`config.mk`:
```
export PLATFORM = sky130hd
export DESIGN_NAME = crc8_frame_tx
export DESIGN_NICKNAME = d
export VERILOG_FILES = /design/src/rtl/crc8_frame_tx.sv
export SDC_FILE = /design/constraint.sdc
export NUM_CORES = 1
export LEC_CHECK = 0
export CORE_MARGIN = 8
export CORE_UTILIZATION = 40
export CTS_BUF_LIST = sky130_fd_sc_hd__clkbuf_8
export DETAILED_ROUTE_END_ITERATION = 6
export PLACE_DENSITY_LB_ADDON = 0.08
export SYNTH_ARGS = -nofsm -noshare
export SYNTH_HDL_FRONTEND = slang
export SYNTH_SLANG_ARGS = --single-unit
export TNS_END_PERCENT = 1
```
`constraint.sdc`:
```
create_clock -name clock -period 1.8 [get_ports clock]
set_input_delay 0.36 -clock clock [delete_from_list [all_inputs] [get_ports clock]]
set_output_delay 0.36 -clock clock [all_outputs]
set_load 0.01 [all_outputs]
```
`src/rtl/crc8_frame_tx.sv`:
```
// Serial CRC-8 (poly 0x31) framer: serializes payload bytes MSB-first and appends the frame CRC.
// Optional abort port pair is enabled by defining CRC8_FRAME_TX_ABORT_EN.
module crc8_frame_tx #(
  parameter logic IDLE_BITVAL = 1'b0
) (
  input  logic       clock,
  input  logic       reset,
  input  logic [7:0] in_data,
  input  logic       in_valid,
  input  logic       in_last,
`ifdef CRC8_FRAME_TX_ABORT_EN
  input  logic       abort,
  output logic       aborted,
`endif
  output logic       in_ready,
  output logic       bit_out,
  output logic       bit_valid,
  output logic       bit_first,
  output logic       bit_last,
  output logic [7:0] crc_out,
  output logic       busy,
  output logic       frame_done
);

  typedef enum logic [2:0] {
    S_IDLE  = 3'd0,
    S_SHIFT = 3'd1,
    S_GAP   = 3'd2,
    S_TRAIL = 3'd3,
    S_DONE  = 3'd4
  } state_t;

  state_t     state_q, state_d;
  logic [7:0] sh_q, sh_d;
  logic [2:0] cnt_q, cnt_d;
  logic       last_q, last_d;
  logic [7:0] crc_q, crc_d;
  logic       bit_out_q, bit_out_d;
  logic       bit_valid_q, bit_valid_d;
  logic       bit_first_q, bit_first_d;
  logic       bit_last_q, bit_last_d;
  logic       busy_q, busy_d;
  logic       frame_done_q, frame_done_d;
  logic       aborted_q, aborted_d;
  logic       abort_hit_s;
  logic       ready_s;
  logic       accept_s;
  logic [7:0] crc_next_s;

  function automatic logic [7:0] crc_step(input logic [7:0] c, input logic b);
    logic inv;
    inv = b ^ c[7];
    return {c[6], c[5], c[4] ^ inv, c[3] ^ inv, c[2], c[1], c[0], inv};
  endfunction

`ifdef CRC8_FRAME_TX_ABORT_EN
  assign abort_hit_s = abort && ((state_q == S_SHIFT) || (state_q == S_GAP) || (state_q == S_TRAIL));
  assign aborted     = aborted_q;
`else
  assign abort_hit_s = 1'b0;
`endif

  // A byte can be taken in IDLE, GAP, or on the 8th bit of a non-final byte.
  assign ready_s = !abort_hit_s &&
                   ((state_q == S_IDLE) || (state_q == S_GAP) ||
                    ((state_q == S_SHIFT) && (cnt_q == 3'd0) && !last_q));
  assign accept_s   = in_valid && ready_s;
  assign crc_next_s = crc_step(crc_q, sh_q[7]);

  // State register and all registered outputs.
  always_ff @(posedge clock) begin
    if (reset) begin
      state_q      <= S_IDLE;
      sh_q         <= 8'h00;
      cnt_q        <= 3'd0;
      last_q       <= 1'b0;
      crc_q        <= 8'h00;
      bit_out_q    <= IDLE_BITVAL;
      bit_valid_q  <= 1'b0;
      bit_first_q  <= 1'b0;
      bit_last_q   <= 1'b0;
      busy_q       <= 1'b0;
      frame_done_q <= 1'b0;
      aborted_q    <= 1'b0;
    end else begin
      state_q      <= state_d;
      sh_q         <= sh_d;
      cnt_q        <= cnt_d;
      last_q       <= last_d;
      crc_q        <= crc_d;
      bit_out_q    <= bit_out_d;
      bit_valid_q  <= bit_valid_d;
      bit_first_q  <= bit_first_d;
      bit_last_q   <= bit_last_d;
      busy_q       <= busy_d;
      frame_done_q <= frame_done_d;
      aborted_q    <= aborted_d;
    end
  end

  // Next-state and datapath update.
  always_comb begin
    state_d = state_q;
    sh_d    = sh_q;
    cnt_d   = cnt_q;
    last_d  = last_q;
    crc_d   = crc_q;
    case (state_q)
      S_IDLE: begin
        if (accept_s) begin
          crc_d   = 8'h00;
          sh_d    = in_data;
          cnt_d   = 3'd7;
          last_d  = in_last;
          state_d = S_SHIFT;
        end else begin
          state_d = S_IDLE;
        end
      end
      S_SHIFT: begin
        crc_d = crc_next_s;
        sh_d  = {sh_q[6:0], 1'b0};
        cnt_d = cnt_q - 3'd1;
        if (cnt_q == 3'd0) begin
          if (last_q) begin
            // Trailer shifts out the CRC including this final payload bit.
            sh_d    = crc_next_s;
            cnt_d   = 3'd7;
            state_d = S_TRAIL;
          end else if (accept_s) begin
            sh_d   = in_data;
            cnt_d  = 3'd7;
            last_d = in_last;
          end else begin
            state_d = S_GAP;
          end
        end else begin
          state_d = S_SHIFT;
        end
      end
      S_GAP: begin
        if (accept_s) begin
          sh_d    = in_data;
          cnt_d   = 3'd7;
          last_d  = in_last;
          state_d = S_SHIFT;
        end else begin
          state_d = S_GAP;
        end
      end
      S_TRAIL: begin
        sh_d  = {sh_q[6:0], 1'b0};
        cnt_d = cnt_q - 3'd1;
        if (cnt_q == 3'd0) begin
          state_d = S_DONE;
        end else begin
          state_d = S_TRAIL;
        end
      end
      S_DONE: begin
        state_d = S_IDLE;
      end
      default: begin
        state_d = S_IDLE;
      end
    endcase
    if (abort_hit_s) begin
      state_d = S_IDLE;
      crc_d   = 8'h00;
    end else begin
      crc_d = crc_d;
    end
  end

  // Output decode from the upcoming state so every strobe leaves a flop.
  always_comb begin
    bit_valid_d  = (state_d == S_SHIFT) || (state_d == S_TRAIL);
    bit_out_d    = bit_valid_d ? sh_d[7] : IDLE_BITVAL;
    bit_first_d  = (state_q == S_IDLE) && accept_s;
    bit_last_d   = (state_d == S_TRAIL) && (cnt_d == 3'd0);
    frame_done_d = (state_d == S_DONE);
    busy_d       = (state_d != S_IDLE);
    aborted_d    = abort_hit_s;
  end

  assign in_ready   = ready_s;
  assign bit_out    = bit_out_q;
  assign bit_valid  = bit_valid_q;
  assign bit_first  = bit_first_q;
  assign bit_last   = bit_last_q;
  assign crc_out    = crc_q;
  assign busy       = busy_q;
  assign frame_done = frame_done_q;

endmodule

```
==> results_dict.tcl <==
set metrics [dict create \
    status "finished with violations" \
    violations "setup timing" \
    syn_area_per_cell_sq_um 9.11 \
    num_antenna_cells 0 \
    cts_htree_levels 2 \
    yosysUniqueCellTypes 41 \
    cap_violations 0 \
    dp.cells 225 \
    finalHoldViolCount 0 \
    final_net_count 201 \
    path_delay_family "simple AND/OR/NAND/NOR gates" \
    die_h_um 73.5 \
    wl_mm 3.40 \
    arrival_ns 1.52 \
    synth.yosys.seq_area_share_pct 43.9 \
    slowest_stage "or4b_4" \
    synth_nets 159 \
    drive_above_1_share_pct 23.4 \
    finalCritPeriodShare_pct 104 \
    max_freq_ghz 0.533 \
    cpPeakStageDelay_ns 0.47 \
    grt_pass1_vias 1216 \
    io_pins 27 \
    worst_pin_slew_ns 0.433 \
    track_usage_pct 13.6 \
    hpwl_mm 2.55 \
    cts_sinks 29 \
    clk_latency_ns 0.28 \
    met3_length_um 229 \
    cts_buffers 5 \
    grt_start_max_net_pins 27 \
    start_util_pct 40.6 \
    fp.dieW_um 73.5 \
    power_frac_comb_pct 22.0 \
    wl_met1_mm 1.53 \
    final_util_pct 57.6 \
    yosys_register_bits 29 \
    slew_headroom_pct 71.1 \
    critPathCaptureType "output port" \
    dr.max_layer_used "met4" \
    finalSetupTns_ns -0.109 \
    syn_inst 145 \
    clk_pin_slew_ns 0.06 \
    power_frac_clock_pct 35.2 \
    postCtsHoldBufs 0 \
    dr_wl_met2_mm 1.62 \
    swShare_pct 27.2 \
    dieArea_sq_um 5400 \
    root_buffer "clkbuf_8" \
    maxSlewViolCount 0 \
    worst_clock_skew_ns 0.00179 \
    crit_required_ns 1.44 \
    min_period_ns 1.88 \
    crit_type "register to output port" \
    internal_power_mw 1.21 \
    core_sq_um 3260 \
    cts_tree "done" \
    fillCellCount 341 \
    power.density_nw_per_um2 888 \
    grt_pass1_wl_mm 5.61 \
    clockBufferDepth 2 \
    wl_per_cell_um 14.5 \
    antenna_found_initial 0 \
    cp-start-kind "register" \
    first_iter_violations 55 \
    ys_warn_count 0 \
    cp_max_fo 2 \
    path_cells "inv_2 > ha_4 > or4b_4 > a21oi_2 > buf_2" \
    path_buf_inv 2 \
    ir_drop_mv 0.483 \
    antenna_left 0 \
    vias_per_cell 5.15 \
    final_cell_count_no_fill 234 \
    area_growth_pct 42.0 \
    leakage_nw 0.722 \
    finalWorstSetupSlack_ns -0.0779 \
    rsz0062_at_grt "true" \
    min_path_type "register to register" \
    syn-cell-area_sq_um 1320 \
    vias 1206 \
    p_switching_mw 0.452 \
    seq_power_share_pct 42.7 \
    grt_overflow 0 \
    io_buffers 26 \
    first_pass_iters 4 \
    finalSetupViolCount 3 \
    route.detailed.drc 0 \
    gp_congestion 0.799 \
    rows 21 \
]
-- worst paths after layout --
check / end / start / slack, ns / cells past startpoint
max reg2reg: sh_q[5] / cnt_q[0] / -0.02 / 7
min reg2reg: sh_q[6] / sh_q[6] / 0.50 / 2
min: sh_q[6] / sh_q[6] / 0.50 / 2
max: in_ready / cnt_q[0] / -0.08 / 5
-- power by group through the flow --
stage	logic, mW	registers [mW]	clock network [mW]
2_1_floorplan	0.200	0.722	0
5_1_grt	0.407	0.717	0.629
6_report	0.367	0.712	0.587
3_5_place_dp	0.351	0.724	0
4_1_cts	0.361	0.712	0.602
3_3_place_gp	0.347	0.723	0
-- routing by layer --
| layer | GRT usage, % | vias to the layer above |
|---|---|---|
| met3 | 6.14 | 4 |
| met2 | 21.7 | 28 |
| met5 | 0 | - |
| met4 | 5.76 | 0 |
| li1 | - | 610 |
| met1 | 15.1 | 564 |
-- synth_stat cells --
cell	count	share of area, %
a211o_1	1	0.66
a211oi_1	4	2.3
a211oi_2	2	1.9
a21oi_1	7	2.7
a21oi_4	1	1.2
a221oi_1	6	4.0
a22o_1	1	0.66
a22oi_1	8	4.5
a311o_1	1	0.76
a311oi_1	2	1.3
a31oi_1	1	0.47
a32o_1	1	0.76
a32oi_1	2	1.3
and2_1	1	0.47
and3b_1	2	1.3
and4bb_1	1	0.95
buf_1	1	0.28
buf_2	5	1.9
clkbuf_1	5	1.4
dfxtp_1	29	44
ha_1	2	1.9
inv_1	5	1.4
nand2_1	9	2.6
nand2b_1	4	1.9
nand3_1	1	0.38
nor2_1	20	5.7
nor2b_1	5	2.4
nor3_1	2	0.76
nor3_2	1	0.76
nor3b_1	1	0.57
nor3b_2	1	0.95
nor4_1	2	0.95
o21ai_0	1	0.38
o21ba_1	1	0.76
o21bai_1	1	0.57
o22ai_1	1	0.47
o2bb2ai_1	1	0.66
or2_1	1	0.47
or4b_4	1	1.0
xnor2_1	3	2.0
xor2_1	1	0.66
-- state kept, by name, indices dropped and copies added, names as in the netlist --
register / flops
bit_first: 1
bit_last: 1
bit_out: 1
bit_valid: 1
busy: 1
cnt_q: 3
crc_out: 8
frame_done: 1
last_q: 1
sh_q: 8
state_q: 3
-- worst register-to-register path: stages (launching register included) --
cell      delay, ns
dfxtp_2        0.32
inv_2          0.07
ha_4           0.12
or4b_4         0.47
buf_4          0.16
a21oi_4        0.27
a32oi_1        0.12
a211oi_2       0.22
-- logic make-up after synthesis --
| logic type | share of synthesized area (%) |
|---|---|
| AO/OA/AOI/OAI | 25.4 |
| XOR/XNOR | 2.65 |
| adder cells (fa/ha/maj) | 1.89 |
| buffers and inverters | 5.02 |
| flip-flops | 43.9 |
| AND/OR/NAND/NOR | 21.1 |
-- timing repair --
item                       in CTS  in global routing
resized for setup              10                  4
buffers inserted                1                  0
pin swaps                       3                  1
setup endpoints to repair      10                 12
-- cell usage in the layout, fill, tap and decap left out, types with 2 or more instances in the layout --
cell             count
a22oi_1              8
a32oi_1              2
nor2_1              20
inv_1                3
clkbuf_8             7
dfxtp_1             28
a211oi_2             4
nor3_1               2
a311oi_1             2
a221oi_1             6
a21oi_2              2
clkdlybuf4s50_1     25
inv_2                2
and3b_1              2
xnor2_1              3
a21oi_1              5
nand2_1              9
buf_4               20
nand2b_1             4
nor2b_1              5
a211oi_1             2
-- per-stage QoR --
stage	total power, mW	hold slack (ns)	instance area [sq um]	setup WS, ns
after global routing	1.75	0.527	1880	-0.150
after detailed placement	1.07	0.495	1730	-0.274
after CTS	1.68	0.503	1860	-0.100
after floorplan	0.922	0.472	1320	0.121
after global placement	1.07	0.489	1730	-0.285
final	1.67	0.502	1880	-0.0779
-- cell type report --
type                    instances  area [sq um]  share of cell area, %
multi-input cells             100           711                   37.9
clock buffers                   7          96.3                   5.14
clock inverters                 1          5.00                  0.267
inverters                       5          18.8                   1.00
repair buffers                 46           405                   21.6
flip-flops and latches         29           582                   31.0
well taps                      46          57.6                   3.07
Power figures use the tool's default switching activity.
